[src/rtl/encoder_8x3_if.sv]
// Request/response bundle for the registered 8-to-3 priority encoder.
// The requester drives en and d; the encoder returns the code and qualifiers.
interface encoder_8x3_if;
   logic       en;
   logic [7:0] d;
   logic       a;
   logic       b;
   logic       c;
   logic       valid;
   logic       multi;

   modport master (
      output en,
      output d,
      input  a,
      input  b,
      input  c,
      input  valid,
      input  multi
   );

   modport slave (
      input  en,
      input  d,
      output a,
      output b,
      output c,
      output valid,
      output multi
   );
endinterface

[src/rtl/encoder_8x3.sv]
// Registered 8-to-3 priority encoder.
// The index of the highest set bit of d is loaded on an enabled edge.
// valid flags a non-zero word and multi flags more than one set bit.
// All outputs come straight from flops, so there is no path from d to any output.
module encoder_8x3 (
   input  logic           clk,
   input  logic           rst_n,
   encoder_8x3_if.slave   bus
);

   typedef struct packed {
      logic [2:0] code;
      logic       valid;
      logic       multi;
   } res_t;

   res_t res_nxt;
   res_t res_q;

   // Priority encode. The ascending loop lets the highest set bit win.
   // d & (d-1) clears the lowest set bit, so any remainder means more than one bit was set.
   always_comb begin
      res_nxt       = '0;
      res_nxt.valid = |bus.d;
      res_nxt.multi = |(bus.d & (bus.d - 8'd1));
      for (int i = 0; i < 8; i++) begin
         if (bus.d[i]) res_nxt.code = 3'(i);
      end
   end

   // Output register. Reset clears it asynchronously; en=0 holds it.
   always_ff @(posedge clk or negedge rst_n) begin
      if (!rst_n)      res_q <= '0;
      else if (bus.en) res_q <= res_nxt;
   end

   assign bus.a     = res_q.code[2];
   assign bus.b     = res_q.code[1];
   assign bus.c     = res_q.code[0];
   assign bus.valid = res_q.valid;
   assign bus.multi = res_q.multi;

endmodule

[src/flat_wrapper.sv]
// flat-port wrapper written by rule: the top's interface ports become plain ports
module encoder_8x3_flat 
  (clk, rst_n, bus_en, bus_d, bus_a, bus_b, bus_c, bus_valid, bus_multi);
  encoder_8x3_if bus_i ();
  input  logic clk;
  input  logic rst_n;
  input wire logic [$bits(bus_i.en)-1:0] bus_en;
  input wire logic [$bits(bus_i.d)-1:0] bus_d;
  output wire logic [$bits(bus_i.a)-1:0] bus_a;
  output wire logic [$bits(bus_i.b)-1:0] bus_b;
  output wire logic [$bits(bus_i.c)-1:0] bus_c;
  output wire logic [$bits(bus_i.valid)-1:0] bus_valid;
  output wire logic [$bits(bus_i.multi)-1:0] bus_multi;
  assign bus_i.en = bus_en;
  assign bus_i.d = bus_d;
  assign bus_a = bus_i.a;
  assign bus_b = bus_i.b;
  assign bus_c = bus_i.c;
  assign bus_valid = bus_i.valid;
  assign bus_multi = bus_i.multi;
  encoder_8x3 u_core (.clk(clk), .rst_n(rst_n), .bus(bus_i));
endmodule
[config.mk]
export PLATFORM = sky130hd
export DESIGN_NAME = encoder_8x3_flat
export DESIGN_NICKNAME = d
export VERILOG_FILES = /design/src/rtl/encoder_8x3_if.sv /design/src/rtl/encoder_8x3.sv /design/src/flat_wrapper.sv
export SDC_FILE = /design/constraint.sdc
export NUM_CORES = 1
export LEC_CHECK = 0
export CORE_AREA = 2 2 39 41
export DETAILED_ROUTE_END_ITERATION = 12
export DIE_AREA = 0 0 41 43
export PLACE_DENSITY = 0.58
export RECOVER_POWER = 100
export SLEW_MARGIN = 20
export SYNTH_ARGS = -nofsm -noshare
export SYNTH_HDL_FRONTEND = slang
export SYNTH_SLANG_ARGS = --single-unit
[constraint.sdc]
create_clock -name clk -period 2 [get_ports clk]
set_clock_uncertainty 0.05 [all_clocks]
set_input_delay 0.6 -clock clk [delete_from_list [all_inputs] [get_ports clk]]
set_output_delay 0.6 -clock clk [all_outputs]
set_load 0.01 [all_outputs]
Word-level counts from Yosys, hierarchy flattened:

Cells that the tools add are included.

* input bits: 11
* flip-flop bits (word level): 5
* output and inout bits: 5
* logic and storage cells: 14

* muxes and demuxes: 7
* add/sub/neg operators: 1
* reductions and logical operators: 2
* bitwise gates (word level): 1

Operators by type and width (count)
* $mux W3: 6
* $reduce_or A8 Y1: 2
* $and A8 B8 Y8: 1
* $sub A8 B1 Y8 const B: 1
* $mux W1: 1

Logic depth before layout (Yosys ltp):

Gate-level depths: netlist of run 1.

* depth after elaboration: 7
* mapped depth: 4
* depth with buffers taken out: 4

Worst setup path after synthesis of run 1:

Ideal clock, no wire load.

* path kind: input to register
* from: in bus_d[1]
* to: reg u_core.res_q (netlist bit u_core.bus.multi)
* library setup time: 0.126 ns
* setup slack: 0.248 ns
* path buffers: 0
* arrival time: 1.576 ns
* data required time: 1.824 ns
* stages on the path: 4
* path through: nor4_2 -> nand2_1 -> maj3_2 -> o32a_1

* longest elaborated chain between the ends: 3

Ends and longest elaborated chain
* start, declared: RTL line flat_wrapper.sv:8 `input wire logic [$bits(bus_i.d)-1:0] bus_d;`
* $sub A8 B1 Y8: RTL line encoder_8x3.sv:25 `res_nxt.multi = |(bus.d & (bus.d - 8'd1));`
* $and A8 B8 Y8 *: RTL line encoder_8x3.sv:25
* $reduce_or A8 Y1 *: RTL line encoder_8x3.sv:25
* end signal, assigned: RTL line encoder_8x3.sv:34 `else if (bus.en) res_q <= res_nxt;`
* end, declared: RTL line encoder_8x3.sv:18 `res_t res_q;`

Every way passes the cells marked *; elsewhere a longest branch is shown, timed or not.
A chain may end at the register's enable or synchronous reset.

Final worst setup path of run 1:

* from: in bus_d[3]
* to: reg u_core.res_q (netlist bit u_core.bus.multi)

The elaborated chain is that of the path after synthesis.

==> impl_metrics.toml, run 1 <==
[setup_path]
cp-end-kind = "flop"
cp.arrival_ns = 1.99
required_ns = 2.07
path_class = "in2reg"
ff2ff_path_depth = 1
critPathLaunchType = "input port"
crit_fanout = 3

[finish]
fin_nets = 75
syn2layout_area_growth_pct = 100.0
layout-drive-gt1-share = 0.2698
fill_cells = 149
fin_util = 0.4231
regArea_sq_um = 125.1
multi_input_area_sq_um = 166.4
diodes = 0

[clocking]
cts-buffers-inserted = 3
clock_latency_ns = 0.24
cts-root-buf = "clkbuf_4"
clock_path_buffers = 2
numClockSinks = 5
path_clk_slew_ns = 0.04
cts_tree = "done"
htreeDepth = 1

[timing]
drv_slew = 0
min_period_over_period = 0.9592
setup_viol = 0
rsz0062_at_grt = "false"
fin_ws_ns = 0.08151
min_period_ns = 1.918
tightest_slew_ns = 0.3814
fmaxAchievable_ghz = 0.5212
hold_violations = 0
relSlewSlack = 0.7451

[detailed_routing]
drc = 0
ant_nets = 0
drt_iter0_markers = 16
drt_wl_total_um = 807
vias = 349
via_per_inst = 4.418
wire_per_inst_um = 10.22
firstDrtPassIters = 3

[synth]
yosysSeqAreaShare = 0.4274
syn-cell-area_sq_um = 292.8
synth_edf_count = 0
yosys_most_used_dff = "dfrtp_1"
ys_seq_elements = 5
yosys_warnings = 0
synth_fp_nets = 44
synthTopCellsByArea = "dfrtp_1, nor2_1, a31oi_1"
yosys.area.top_type = "dfrtp_1"
synth_cell_type_count = 19
synthArstFlopShare = 1.000
yosys.area.top_type_share = 0.4274
synthCells = 33
postSynthAreaPerCell_sq_um = 8.872

[global_route]
antenna_found_initial = 0
grt_max_degree = 7
grt_pass1_vias = 342
grt_pass1_wl_mm = 1.359
grt.total_usage = 0.1126
grt_overflow = 0

[placement]
routabilityCongestion = 0.7397
dp_slack_ns = -0.2946
portBuffers = 15

[min_path]
min_path_type = "reg2reg"
hold_depth = 1

[power_and_ir_drop]
p_total_uw = 298.7
power_density_nw_per_um2 = 510.1
leakage_nw = 0.2372
irDropWorstVdd_mv = 0.1525

[flow_run]
maxCapViolCount = 0

[floorplanning]
start_util = 0.2116
io_pins = 16
die_y_um = 43
coreArea_sq_um = 1384
die_area_sq_um = 1763
die_w_um = 41
rows = 14

[status]
outcome = "complete, no violations"
## area by class of cell
class,count,area share
Clock buffer,4,0.04487
Inverter,2,0.01282
Multi-Input combinational cell,25,0.2842
Sequential cell,5,0.2137
Tap cell,16,0.03419
Timing Repair Buffer,27,0.4103
## metal layers
layer / vias up / global-route usage / wire length (um)
met1: 146 / 0.1355 / 338
li1: 186 / - / -
met3: 0 / 0.03665 / 92
met4: 0 / 0.06000 / 0
met2: 17 / 0.1688 / 375
met5: - / 0 / 0
## final timing paths
path,start,to,slack (ns)
max in group asynchronous,rst_n,u_core.bus.b,1.10
min in group asynchronous,rst_n,u_core.bus.a,0.60
setup / recovery,bus_d[3],u_core.bus.multi,0.08
setup reg to reg,u_core.bus.b,u_core.bus.b,1.28
hold / removal,u_core.bus.b,u_core.bus.b,0.45
hold reg to reg,u_core.bus.b,u_core.bus.b,0.45
## through the flow
step	hold WS, ns	cell area (sq um)	std cells	TNS [ns]
after floorplan	0.2544	292.8	33	0
after global placement	0.4236	519.2	71	-0.2469
after detailed placement	0.4299	519.2	71	-0.2946
after CTS	0.4641	573.1	79	0
after global routing	0.4832	585.6	79	0
final	0.4529	585.6	79	0
## registers in the layout, indices dropped and copies added (netlist names)
register          flops
u_core.bus.a          1
u_core.bus.b          1
u_core.bus.c          1
u_core.bus.multi      1
u_core.bus.valid      1
## placed cells by master, fill, tap and decap left out, drive strengths merged, types with 2 or more instances in the layout
cell type / instances
buf: 12
dlygate4sd2: 2
nand2: 3
a31oi: 2
dfrtp: 5
clkdlybuf4s50: 6
dlygate4sd3: 6
nor2: 6
clkbuf: 4
a21oi: 2
inv: 2
## power by group
part	internal (mW)	switching, mW
Sequential	0.106	0.00228
Clock	0.0754	0.0401
Combinational	0.0437	0.0309
Total	0.225	0.0733
## cells in the mapped netlist, types with 2 or more instances
master / n
dfrtp_1: 5
nor2_1: 6
inv_1: 2
a21oi_1: 2
a31oi_1: 2
nand2_1: 3
## kinds of logic (layout without fill, tap and decap cells)
group	count (synthesis)	in the layout	synth area share
adder cells (fa/ha/maj)	1	1	0.03846
AND/OR/NAND/NOR	12	12	0.1966
flip-flops	5	5	0.4274
buffers and inverters	3	33	0.03846
AO/OA/AOI/OAI	12	12	0.2992
## worst max-delay path, stage by stage
cell,delay (ns)
clkdlybuf4s50_1,0.44
a2111oi_1,0.45
a21oi_1,0.08
a2bb2oi_1,0.15
o32a_1,0.28
## what timing repair did
| item | CTS | global route |
|---|---|---|
| hold buffers | 0 | 0 |
| pin swaps | 2 | 1 |
| setup buffers | 4 | 0 |
| setup endpoints to repair | 1 | 2 |
| resized for setup | 2 | 3 |
No activity file was read; power rests on OpenSTA's default activity.
==> run 2, diff against run 1 <==
- SETUP_SLACK_MARGIN: unset -> 0.2
==> run 2 against run 1 <==
Sequential share of layout area is 0.56 points higher. Sequential cell count stayed put. Clock power hardly changed. Total power decreased by 1.0%. Sequential power hardly changed. Critical path type unchanged. Global-route usage is the same. Fmax up 6.5%. Critical endpoint unchanged. Largest power group unchanged. Highest routed layer unchanged. Count of clock-buffer cells in the layout unchanged. First-iteration DRC count down 13%. Routed wire length grew 2.6%. Non-clock buffer count did not move. Worst setup slack improved by 0.12 ns.
==> impl_metrics.toml, run 2 (synthesis gave the netlist of run 1 again) <==
[status]
outcome = "complete, no violations"

[setup_path]
critPathMaxStageDelay_ns = 0.33
required_ns = 2.07
rr_startpoint = "u_core.bus.b"
crit_fanout = 3
path_class = "in2reg"
cp-end-kind = "flop"
ff2ff_path_depth = 1
cp.arrival_ns = 1.88
ff2ff_setup_slack_ns = 1.27
crit_slowest_cell = "maj3_1"
timing.rr.end = "u_core.bus.b"
cp_cell_sequence = "dlygate4sd2_1, nor4_4, nand2_1, maj3_1, o32a_1"
critPathLaunchType = "input port"

[global_route]
grt_overflow = 0
grt.total_usage = 0.1126
grt_max_degree = 7
antenna_found_initial = 0
grt_pass1_wl_mm = 1.359
grt_pass1_vias = 342

[finish]
fin_nets = 75
layout-drive-gt1-share = 0.2857
layout_commonest_cell = "buf_4"
regArea_sq_um = 125.1
diodes = 0
multi_input_area_sq_um = 170.2
fill_cells = 153
final_cell_mix = "buf_4, nor2_1, clkdlybuf4s25_1, dfrtp_1"
syn2layout_area_growth_pct = 94.87

[timing]
fin_ws_ns = 0.1981
relSlewSlack = 0.7964
tightest_slew_ns = 0.3016
min_period_ns = 1.802
rsz0062_at_grt = "true"
min_period_over_period = 0.9009
fmaxAchievable_ghz = 0.5550
setup_viol = 0
drv_slew = 0
hold_violations = 0
holdWs_ns = 0.4593

[min_path]
min_to = "u_core.bus.b"
hp-start = "u_core.bus.b"
min_path_type = "reg2reg"
hold_depth = 1

[placement]
dp_slack_ns = -0.2946
routabilityCongestion = 0.7397
portBuffers = 15

[clocking]
path_clk_slew_ns = 0.04
htreeDepth = 1
clock_path_buffers = 2
cts-buffers-inserted = 3
clock_latency_ns = 0.24
numClockSinks = 5
cts-root-buf = "clkbuf_4"
cts_tree = "done"

[detailed_routing]
wire_per_inst_um = 10.48
via_per_inst = 4.456
vias = 352
drt_wl_total_um = 828
ant_nets = 0
firstDrtPassIters = 4
drc = 0
drt_iter0_markers = 14

[floorplanning]
coreArea_sq_um = 1384
rows = 14
start_util = 0.2116
die_area_sq_um = 1763
io_pins = 16
die_y_um = 43
die_w_um = 41

[power_and_ir_drop]
power_density_nw_per_um2 = 518.3
irDropWorstVdd_mv = 0.1561
leakage_nw = 0.2402

[flow_run]
maxCapViolCount = 0
-- run 2: cell count changes in the layout (fill, tap and decap cells not counted), sizes merged, moves of 2 or more --
cell | previous run | this run
buf | 12 | 10
clkbuf | 4 | 8
clkdlybuf4s25 | 0 | 5
clkdlybuf4s50 | 6 | 2
dlygate4sd2 | 2 | 4
dlygate4sd3 | 6 | 2
-- run 2: worst max-delay path by stage --
| stage | from | end | slack [ns] |
|---|---|---|---|
| floorplan | bus_d[1] | u_core.bus.multi | 0.25 |
| global placement | bus_d[4] | u_core.bus.multi | -0.25 |
| detailed placement | bus_d[4] | u_core.bus.multi | -0.29 |
| CTS | bus_d[1] | u_core.bus.multi | 0.21 |
| global route | bus_d[5] | u_core.bus.multi | 0.13 |
| finish | bus_d[5] | u_core.bus.multi | 0.20 |
-- run 2: final cells by class --
cell class              count  share of cell area
repair buffers             27              0.3882
multi-input cells          25              0.2982
flip-flops and latches      5              0.2193
clock buffers               4             0.04605
well taps                  16             0.03509
inverters                   2             0.01316
-- run 2: timing repair --
action                                  in CTS  in global routing
pin swaps                                    5                  1
endpoints found under the setup margin       1                  7
setup buffers                                4                  0
hold buffers                                 0                  0
resized for setup                            9                  9
-- run 2: layer usage --
layer,up-vias,track usage,part of all wire
li1,185,-,-
met1,150,0.1355,0.41
met2,17,0.1688,0.47
met3,0,0.03665,0.11
met4,0,0.06000,0
met5,-,0,0
-- run 2: power breakdown --
| group | internal [mW] | switching (mW) | total [mW] |
|---|---|---|---|
| combinational | 0.0393 | 0.0320 | 0.0713 |
| sequential | 0.106 | 0.00258 | 0.109 |
| clock | 0.0754 | 0.0400 | 0.115 |
-- run 2: metrics by stage --
stage | TNS [ns] | power [mW] | instance area, sq um | cells | util
finish | 0 | 0.2957 | 570.5 | 79 | 0.4123
global placement | -0.2469 | 0.1833 | 519.2 | 71 | 0.3752
detailed placement | -0.2946 | 0.1833 | 519.2 | 71 | 0.3752
floorplan | 0 | 0.1316 | 292.8 | 33 | -
CTS | 0 | 0.3038 | 575.6 | 79 | 0.4159
global route | 0 | 0.3176 | 570.5 | 79 | 0.4123
-- run 2: worst max-delay path, delay by kind of cell --
kind / cells / cell delay (ns)
AND/OR/NAND/NOR: 2 / 0.33
buffers and inverters: 1 / 0.28
AO/OA/AOI/OAI: 1 / 0.33
adder cells (fa/ha/maj): 1 / 0.33
